==> src/rtl/mips_register_writeback_tracker_pkg.sv <==
// Shared encodings for the register-control bundle and the pipeline slot
// record used by the writeback tracker. The decode control generator emits
// the same control encodings, so both ends agree on their meaning.
package mips_register_writeback_tracker_pkg;

   // Address width carried by every slot record; the tracker's ADDR_WIDTH
   // parameter must match it.
   localparam int SLOT_ADDR_WIDTH = 5;

   typedef enum logic {
      PORT1_SRC_RS = 1'b0,
      PORT1_SRC_RT = 1'b1
   } port1_addr_source_t;

   typedef enum logic [1:0] {
      WADDR_SRC_RT   = 2'd0,
      WADDR_SRC_RD   = 2'd1,
      WADDR_SRC_R31  = 2'd2,
      WADDR_SRC_RSVD = 2'd3
   } write_addr_source_t;

   typedef enum logic {
      WDATA_SRC_ALU = 1'b0,
      WDATA_SRC_MEM = 1'b1
   } write_data_source_t;

   typedef enum logic [1:0] {
      FWD_REGFILE = 2'd0,
      FWD_MEM_ALU = 2'd1,
      FWD_WB_DATA = 2'd2
   } forward_select_t;

   // Write intent of one in-flight instruction.
   typedef struct packed {
      logic                       valid;
      logic                       we;
      logic [SLOT_ADDR_WIDTH-1:0] addr;
      logic                       from_mem;
   } slot_t;

   // Operand source for one EX read address. A load still in MEM has no data
   // yet, so only ALU results are taken from MEM; MEM beats WB because it is
   // the younger producer. Register $0 is never forwarded.
   function automatic forward_select_t forward_for(
      input slot_t                      mem,
      input slot_t                      wb,
      input logic [SLOT_ADDR_WIDTH-1:0] src
   );
      if (src == '0) begin
         return FWD_REGFILE;
      end
      if (mem.valid && mem.we && !mem.from_mem && (mem.addr == src)) begin
         return FWD_MEM_ALU;
      end
      if (wb.valid && wb.we && (wb.addr == src)) begin
         return FWD_WB_DATA;
      end
      return FWD_REGFILE;
   endfunction

endpackage

==> src/rtl/mips_register_writeback_tracker_slot.sv <==
// One pipeline slot of write intent. A bubble clears the slot, load captures
// the incoming record, otherwise the slot holds.
module mips_register_writeback_tracker_slot
   import mips_register_writeback_tracker_pkg::*;
(
   input  logic  clock,
   input  logic  resetN,
   input  logic  load,
   input  logic  bubble,
   input  slot_t d,
   output slot_t q
);

   // Slot register: bubble has priority over load so a killed instruction
   // can never slip through.
   always_ff @(posedge clock or negedge resetN) begin
      if (!resetN) begin
         q <= '0;
      end else if (bubble) begin
         q <= '0;
      end else if (load) begin
         q <= d;
      end
   end

endmodule

==> src/rtl/mips_register_writeback_tracker.sv <==
// Consumer end of the decode register-control bundle: resolves register
// addresses, tracks write intent through EX/MEM/WB, raises load-use stalls,
// selects EX operand forwarding and drives the register-file write port.
// Optional macro MIPS_REGISTER_WRITEBACK_TRACKER_DECODE_BYPASS_EN adds
// decodeBypass1/decodeBypass2 for a read-before-write register file.
module mips_register_writeback_tracker
   import mips_register_writeback_tracker_pkg::*;
#(
   parameter int DATA_WIDTH    = 32,
   parameter int ADDR_WIDTH    = SLOT_ADDR_WIDTH,
   parameter int LINK_REGISTER = 31
) (
   input  logic                  clock,
   input  logic                  resetN,
   input  logic                  idValid,
   input  logic                  flush,
   input  logic [ADDR_WIDTH-1:0] idRs,
   input  logic [ADDR_WIDTH-1:0] idRt,
   input  logic [ADDR_WIDTH-1:0] idRd,
   input  logic                  idPort1AddrSource,
   input  logic [1:0]            idWriteAddrSource,
   input  logic                  idWriteDataSource,
   input  logic                  idWriteEnable,
   input  logic [DATA_WIDTH-1:0] wbAluData,
   input  logic [DATA_WIDTH-1:0] wbMemData,
   output logic [ADDR_WIDTH-1:0] port1Addr,
   output logic [ADDR_WIDTH-1:0] port2Addr,
   output logic                  stall,
   output logic [1:0]            forward1Select,
   output logic [1:0]            forward2Select,
   output logic                  rfWriteEnable,
   output logic [ADDR_WIDTH-1:0] rfWriteAddr,
   output logic [DATA_WIDTH-1:0] rfWriteData
`ifdef MIPS_REGISTER_WRITEBACK_TRACKER_DECODE_BYPASS_EN
   ,
   output logic                  decodeBypass1,
   output logic                  decodeBypass2
`endif
);

   logic [ADDR_WIDTH-1:0] write_addr;
   slot_t                 id_slot;
   slot_t                 ex_slot;
   slot_t                 mem_slot;
   slot_t                 wb_slot;
   logic [ADDR_WIDTH-1:0] ex_src1;
   logic [ADDR_WIDTH-1:0] ex_src2;
   logic                  ex_bubble;

   assign port1Addr = (idPort1AddrSource == PORT1_SRC_RT) ? idRt : idRs;
   assign port2Addr = idRt;

   // Destination register chosen by the write-address source; the reserved
   // code behaves like Rt.
   always_comb begin
      write_addr = idRt;
      case (idWriteAddrSource)
         WADDR_SRC_RD:  write_addr = idRd;
         WADDR_SRC_R31: write_addr = ADDR_WIDTH'(LINK_REGISTER);
         default:       write_addr = idRt;
      endcase
   end

   // Record entering EX. Writes to $0 are dropped here so they never reach
   // the register file or the forwarding network.
   always_comb begin
      id_slot          = '0;
      id_slot.valid    = idValid;
      id_slot.we       = idValid & idWriteEnable & (write_addr != '0);
      id_slot.addr     = write_addr;
      id_slot.from_mem = (idWriteDataSource == WDATA_SRC_MEM);
   end

   // A load in EX whose result the ID instruction reads cannot be forwarded
   // in time, so ID waits one cycle behind a bubble.
   assign stall = ex_slot.valid & ex_slot.we & ex_slot.from_mem &
                  ((ex_slot.addr == port1Addr) | (ex_slot.addr == port2Addr)) &
                  idValid;

   // Flush wins over stall; both insert a bubble into EX.
   assign ex_bubble = stall | flush;

   mips_register_writeback_tracker_slot u_ex_slot (
      .clock  (clock),
      .resetN (resetN),
      .load   (1'b1),
      .bubble (ex_bubble),
      .d      (id_slot),
      .q      (ex_slot)
   );

   // Flush also kills the instruction currently in EX before it reaches MEM.
   mips_register_writeback_tracker_slot u_mem_slot (
      .clock  (clock),
      .resetN (resetN),
      .load   (1'b1),
      .bubble (flush),
      .d      (ex_slot),
      .q      (mem_slot)
   );

   mips_register_writeback_tracker_slot u_wb_slot (
      .clock  (clock),
      .resetN (resetN),
      .load   (1'b1),
      .bubble (1'b0),
      .d      (mem_slot),
      .q      (wb_slot)
   );

   // Read addresses of the EX instruction, used only for forwarding; they
   // follow the EX slot through bubbles so a bubble never forwards.
   always_ff @(posedge clock or negedge resetN) begin
      if (!resetN) begin
         ex_src1 <= '0;
         ex_src2 <= '0;
      end else if (ex_bubble) begin
         ex_src1 <= '0;
         ex_src2 <= '0;
      end else begin
         ex_src1 <= port1Addr;
         ex_src2 <= idRt;
      end
   end

   assign forward1Select = forward_for(mem_slot, wb_slot, ex_src1);
   assign forward2Select = forward_for(mem_slot, wb_slot, ex_src2);

   assign rfWriteEnable = wb_slot.valid & wb_slot.we;
   assign rfWriteAddr   = wb_slot.addr;
   assign rfWriteData   = wb_slot.from_mem ? wbMemData : wbAluData;

`ifdef MIPS_REGISTER_WRITEBACK_TRACKER_DECODE_BYPASS_EN
   // ID takes the WB data directly when it reads the register being written
   // this cycle, hiding a read-before-write register file.
   assign decodeBypass1 = rfWriteEnable & (rfWriteAddr == port1Addr);
   assign decodeBypass2 = rfWriteEnable & (rfWriteAddr == port2Addr);
`else
   // Without the bypass the register file must return the value being
   // written in the same cycle.
`endif

endmodule

==> config.mk <==
export PLATFORM = sky130hd
export DESIGN_NAME = mips_register_writeback_tracker
export DESIGN_NICKNAME = d
export VERILOG_FILES = /design/src/rtl/mips_register_writeback_tracker_pkg.sv /design/src/rtl/mips_register_writeback_tracker_slot.sv /design/src/rtl/mips_register_writeback_tracker.sv
export SDC_FILE = /design/constraint.sdc
export NUM_CORES = 1
export LEC_CHECK = 0
export ABC_AREA = 1
export CORE_MARGIN = 4
export CORE_UTILIZATION = 42
export CTS_CLUSTER_SIZE = 40
export DETAILED_ROUTE_END_ITERATION = 8
export PLACE_DENSITY = 0.88
export SETUP_SLACK_MARGIN = 0.3
export SLEW_MARGIN = 30
export SYNTH_ARGS = -nofsm -noshare
export SYNTH_HDL_FRONTEND = slang
export SYNTH_HIERARCHICAL = 1
export SYNTH_SLANG_ARGS = --single-unit
==> constraint.sdc <==
create_clock -name clock -period 3.15 [get_ports clock]
set_input_delay 0.4725 -clock clock [delete_from_list [all_inputs] [get_ports clock]]
set_output_delay 0.4725 -clock clock [all_outputs]
set_load 0.03 [all_outputs]
==> results of run 1 <==
## cells by family (layout without fill, tap and decap cells)
group | count (synthesis) | in the layout
AO/OA/AOI/OAI | 14 | 14
AND/OR/NAND/NOR | 181 | 181
flip-flops | 34 | 34
XOR/XNOR | 14 | 14
other | 2 | 7
multiplexers | 32 | 32
adder cells (fa/ha/maj) | 2 | 2
buffers and inverters | 52 | 187
## flip-flops by register name, summed over array words and instances, names as in the netlist
signal and cells:
u_wb_slot/q 8, u_ex_slot/q 8, ex_src2 5, ex_src1 5, u_mem_slot/q 8
## how the worst min path moves through the flow
stage | start | endpoint | slack, ns | cells after the start
2_1_floorplan | resetN | ex_src1[0]$_DFF_PN0_ | 0.18 | 0
3_3_place_gp | u_mem_slot/q[0]$_DFFE_PN0P_ | u_wb_slot/q[0]$_DFFE_PN0P_ | 0.52 | 2
3_5_place_dp | u_mem_slot/q[0]$_DFFE_PN0P_ | u_wb_slot/q[0]$_DFFE_PN0P_ | 0.52 | 2
4_1_cts | u_mem_slot/q[0]$_DFFE_PN0P_ | u_wb_slot/q[0]$_DFFE_PN0P_ | 0.53 | 2
5_1_grt | u_mem_slot/q[7]$_DFFE_PN0P_ | u_wb_slot/q[7]$_DFFE_PN0P_ | 0.58 | 2
6_report | u_mem_slot/q[0]$_DFFE_PN0P_ | u_wb_slot/q[0]$_DFFE_PN0P_ | 0.53 | 2
## worst min-delay path, delay by kind of cell (launching register included)
| kind | cells | cell delay [ns] |
|---|---|---|
| DFF | 1 | 0.36 |
| and+or+nand+nor | 2 | 0.15 |
## through the flow
stage | hold WS, ns | cells
2_1_floorplan | 0.1769 | 334
3_3_place_gp | 0.5199 | 537
3_5_place_dp | 0.5210 | 537
4_1_cts | 0.5328 | 544
5_1_grt | 0.5837 | 546
6_report | 0.5291 | 546
## repair_timing
item	in CTS	in global routing
hold buffers	0	0
gates resized for setup	2	0
endpoints found under the setup margin	1	0
## final cells by class
| class | count | area (µm²) | area share |
|---|---|---|---|
| Inverter | 38 | 147.6 | 0.03654 |
| Tap cell | 75 | 93.84 | 0.02323 |
| Antenna cell | 2 | 5.005 | 0.001239 |
| Clock inverter | 2 | 10.01 | 0.002478 |
| Timing Repair Buffer | 142 | 1414 | 0.3500 |
| Sequential cell | 34 | 850.8 | 0.2106 |
| Clock buffer | 5 | 68.82 | 0.01703 |
| Multi-Input combinational cell | 248 | 1450 | 0.3589 |
## metal layers
metal / vias up / track usage / routed length, µm
met4: 0 / 0.1122 / 212
met2: 125 / 0.3609 / 3796
met3: 13 / 0.04899 / 619
met1: 1162 / 0.2330 / 3038
li1: 1327 / - / -
met5: - / 0 / 0
## report_power, final
part,internal (mW),switching [mW]
Combinational,0.219,0.204
Sequential,0.457,0.0266
Clock,0.148,0.143
## placed cells by master (no fill, tap or decap), types with 3 or more instances in the layout
cell	instances
nor2_1	18
dfrtp_1	34
o21ai_0	5
xnor2_1	10
nor2_8	3
mux2_2	30
nand3b_1	3
nand3_1	32
inv_2	4
inv_1	33
conb_1	5
clkdlybuf4s50_1	138
nand2_1	101
nor3_1	9
xor2_1	4
nor2_2	9
clkbuf_8	5
nand2_2	3
==> run_results.csv, run 1 <==
group,metric,value,unit
layout,post-route-util,0.6824,
floorplanning,die_h,85.92,µm
synth,mappedNetlistArea,0.002550,mm²
synth,synthTopCellsByArea,"dfrtp_1 (33%), nand2_1 (15%), mux2_2 (13%)",
setup_path,worstPathCellList,"clkdlybuf4s50_1 -> inv_1 -> nand2_1 -> nand2_2 -> nand2_1 -> nand2_1 -> nor2_1 -> nand3_1 -> nand2_1 -> nand2_2 -> inv_1 -> dlygate4sd2_1",
timing,maxSlewViolCount,0,
synth,synth_top_family_by_area,"simple AND/OR/NAND/NOR gates",
synth,synth-xor-area-share,0.04809,
floorplanning,fp.coreArea,0.005921,mm²
layout,fill_cells,474,
cts,cts-buffers-inserted,5,
timing,max_freq,376.2,MHz
route,ant_nets,0,
global_routing,grt_antenna_before_repair,2,
power_and_ir_drop,leakage,1.892,nW
global_routing,grt_usage,0.2076,
place,dp_hpwl,6473,µm
setup_path,crit_family,"buffers and inverters",
cts,cts_buffer_depth,2,
synth,synthMuxAreaShare,0.1413,
global_routing,grt_first_pass_wirelength,12280,µm
synth,synth_seq_cells,34,
floorplanning,io_pins,141,
cts,cts_setup_buffers,0,
timing,fin_crit_sh,0.8438,
min_path,worstHoldPathType,"register to register",
setup_path,reg2reg_to,"u_ex_slot/q[6]$_DFFE_PN0P_",
synth,synth_edf_count,0,
setup_path,worstPathBufferInverterCount,4,
setup_path,critPathArrivalTime,2.19,ns
global_routing,grt-ovfl-total,0,
place,placedInstanceArea,0.003959,mm²
synth,synth_top_cell_by_area,"dfrtp_1",
setup_path,cp-end-kind,"primary output",
route,drtIter0Drc,116,
power_and_ir_drop,powerDensity,296.2,mW/mm²
setup_path,r2r_cells,11,
synth,synth.most_common_cell,"nand2_1",
setup_path,cpPeakStageDelay,0.55,ns
timing,post-route-min-period,2.658,ns
layout,finalNetCount,559,
setup_path,critPathSlowestCell,"clkdlybuf4s50_1",
synth,yosys_most_used_dff,"dfrtp_1",
setup_path,critPathMaxFanout,4,
cts,clk_pin_slew,0.07,ns
timing,hold_viol,0,
setup_path,worstSetupPathType,"input port to primary output",
synth,ys_seq_area_frac,0.3337,
synth,ys_top_cells_by_count,"nand2_1 (101), dfrtp_1 (34), inv_1 (33)",
layout,finalInstanceArea,0.004040,mm²
route,vias,2627,
setup_path,cp.required,2.68,ns
place,gp_congestion,0.8783,
setup_path,r2r_start,"u_ex_slot/q[2]$_DFFE_PN0P_",
flow_run,maxCapViolations,0,
outcome,status,"finished clean",
setup_path,path_depth,12,
setup_path,cp-start-kind,"input port",
setup_path,setup.worst_path.end,"stall",
synth,synthCells,331,
power_and_ir_drop,total_power,1.197,mW
route,drc,0,
floorplanning,dieWidth,85.92,µm
cts,htreeDepth,2,
global_routing,grt_pass1_vias,2551,
cts,clock_latency,0.28,ns
timing,setup_tns,0,ns
setup_path,cp-startpoint,"idRt[2]",
synth,synth.distinct_cells,31,
floorplanning,rows,28,
setup_path,path_common_cell,"nand2_1",
synth,synth_compound_area_frac,0.03533,
synth,async_flop_share,1.000,
timing,setup_ws,0.4920,ns
timing,setup_viol,0,
cts,clkSinkCount,34,
layout,synthToLayoutAreaGrowth,58.44,%
synth,synth_warnings,6,
route,viasPerCell,4.811,
synth,synth_adder_area_share,0.009814,
setup_path,regToRegSetupSlack,1.36,ns
timing,fin_skew,0.008684,ns
floorplanning,start_util,0.4307,
route,wl,7667,µm
cts,root_buffer,"clkbuf_8",
synth,synth_top_area_share,0.3337,
timing,grt_setup_unrepaired,"no",
power_and_ir_drop,ir_drop,0.1594,mV
place,io_buffers,140,
route,first_pass_iters,4,
place,pre_cts_ws,0.08810,ns
global_routing,grt_max_degree,35,
route,wire_per_inst,14.04,µm
synth,yosys.area_share.simple,0.3268,
layout,final_layout_size_suffix_gt1_frac,0.1301,
cts,cts_tree,"yes",
floorplanning,die-area,0.007382,mm²
synth,postSynthAreaPerCell,7.704,µm²
Power figures use the tool's default switching activity.
==> inputs of run 2 (changes only) <==
Settings changed: CORE_UTILIZATION 42 to 36, PLACE_DENSITY 0.88 to 0.81.
Clock period 3.15 ns to 2.3 ns, I/O delays scaled along.
==> run_results.csv, run 2 (synthesis gave the netlist of run 1 again) <==
group,metric,value,unit
outcome,status,"finished clean",
cts,cts_tree,"yes",
route,drtIter0Drc,104,
layout,post-route-util,0.6106,
layout,finalNetCount,568,
timing,setup_ws,0.3209,ns
layout,final_layout_size_suffix_gt1_frac,0.2025,
place,placedInstanceArea,0.004035,mm²
timing,setup_tns,0,ns
flow_run,maxCapViolations,0,
global_routing,grt_max_degree,35,
floorplanning,io_pins,141,
place,gp_congestion,0.8286,
setup_path,critPathArrivalTime,1.63,ns
layout,synthToLayoutAreaGrowth,63.59,%
setup_path,r2r_start,"u_ex_slot/q[4]$_DFFE_PN0P_",
cts,clock_latency,0.29,ns
setup_path,regToRegSetupSlack,0.71,ns
timing,holdWs,0.4451,ns
global_routing,grt_antenna_before_repair,0,
layout,layout_commonest_cell,"nand2_1",
global_routing,grt_usage,0.1887,
floorplanning,start_util,0.3733,
timing,hold_viol,0,
cts,clk_pin_slew,0.07,ns
cts,cts-buffers-inserted,5,
place,pre_cts_ws,0.07173,ns
cts,root_buffer,"clkbuf_8",
layout,n_antenna_cell,0,
cts,clkSinkCount,34,
timing,maxSlewViolCount,0,
setup_path,cp.required,1.96,ns
timing,fin_crit_sh,0.8605,
cts,cts_hold_buf,0,
layout,most-common-layout-cells,"nand2_1 (99), clkdlybuf4s50_1 (89), dfrtp_1 (33)",
setup_path,critPathSlowestCell,"dfrtp_2",
setup_path,worstPathBufferInverterCount,2,
power_and_ir_drop,leakage,2.034,nW
timing,fin_skew,0.003489,ns
place,dp_hpwl,6686,µm
power_and_ir_drop,powerDensity,407.4,mW/mm²
timing,setup_viol,0,
timing,post-route-min-period,1.979,ns
place,io_buffers,140,
timing,max_freq,505.3,MHz
setup_path,critPathMaxFanout,16,
floorplanning,rows,30,
route,wire_per_inst,14.26,µm
layout,reg_top3,"u_ex_slot/q (8), u_mem_slot/q (8), u_wb_slot/q (8)",
timing,grt_setup_unrepaired,"yes",
global_routing,grt-ovfl-total,0,
global_routing,grt_first_pass_wirelength,12910,µm
global_routing,grt_pass1_vias,2684,
power_and_ir_drop,ir_drop,0.2126,mV
setup_path,reg2reg_to,"u_ex_slot/q[2]$_DFFE_PN0P_",
route,ant_nets,0,
floorplanning,die-area,0.008493,mm²
layout,finalInstanceArea,0.004172,mm²
setup_path,r2r_cells,10,
min_path,worstHoldPathType,"input port to async pin",
cts,cts_buffer_depth,2,
setup_path,cp-end-kind,"primary output",
route,vias,2689,
route,drc,0,
setup_path,worstPathCellList,"clkbuf_16 -> mux2_2 -> dlygate4sd2_1",
setup_path,cp-start-kind,"register",
setup_path,worstSetupPathType,"register to primary output",
route,first_pass_iters,4,
setup_path,crit_family,"buffers and inverters",
setup_path,cpPeakStageDelay,0.43,ns
route,viasPerCell,4.677,
cts,htreeDepth,2,
floorplanning,fp.coreArea,0.006832,mm²
route,wl,8199,µm
floorplanning,die_h,92.16,µm
floorplanning,dieWidth,92.16,µm
## run 2: cell count changes in the layout (fill, tap and decap cells not counted), moves of 3 or more
| cell | change |
|---|---|
| clkdlybuf4s15_1 | +4 |
| clkdlybuf4s50_1 | -49 |
| inv_2 | +7 |
| buf_12 | +3 |
| buf_4 | +13 |
| inv_1 | -7 |
| dlygate4sd2_1 | +30 |
| dlymetal6s2s_1 | +3 |
## run 2: layout make-up
| type | count | area, µm² |
|---|---|---|
| Fill cell | 623 | 2660 |
| Multi-Input combinational cell | 248 | 1479 |
| Timing Repair Buffer | 151 | 1475 |
| Sequential cell | 34 | 852.1 |
| Inverter | 38 | 150.1 |
| Tap cell | 96 | 120.1 |
| Clock buffer | 6 | 82.58 |
| Clock inverter | 2 | 12.51 |
## run 2: worst max path at each step
stage / end / cells past startpoint / slack, ns / start
floorplan: forward1Select[0] / 5 / 0.50 / ex_src1[4]$_DFF_PN0_
global placement: u_ex_slot/q[6]$_DFFE_PN0P_ / 11 / 0.17 / idWriteAddrSource[0]
detailed placement: u_ex_slot/q[6]$_DFFE_PN0P_ / 11 / 0.07 / idWriteAddrSource[0]
CTS: forward1Select[0] / 6 / 0.18 / ex_src1[4]$_DFF_PN0_
global route: forward1Select[0] / 5 / 0.23 / u_mem_slot/q[0]$_DFFE_PN0P_
finish: rfWriteData[8] / 3 / 0.32 / u_wb_slot/q[0]$_DFFE_PN0P_
## run 2: metrics by stage
step,instances,total power [mW]
2_1_floorplan,334,0.9717
3_3_place_gp,562,1.247
3_5_place_dp,562,1.262
4_1_cts,571,1.703
5_1_grt,575,1.799
6_report,575,1.699
## run 2: report_power, final
group	leakage [nW]	switching, mW	internal [mW]	total (mW)
sequential	0.455	0.0363	0.625	0.661
clock	0.0472	0.222	0.240	0.462
combinational	1.53	0.289	0.286	0.576
total	2.03	0.547	1.15	1.70
## run 2: timing repair
action                     CTS  global route
resized for setup           57            30
hold endpoints to repair     0             0
setup buffers                1             3
pin swaps                    2            11
setup endpoints to repair   37            36
cloned                       0             1
## run 2: metal layers
metal / wire [µm] / global-route usage
met1: 3216 / 0.2161
met2: 4211 / 0.3412
met3: 666 / 0.05496
met4: 105 / 0.04950
met5: 0 / 0
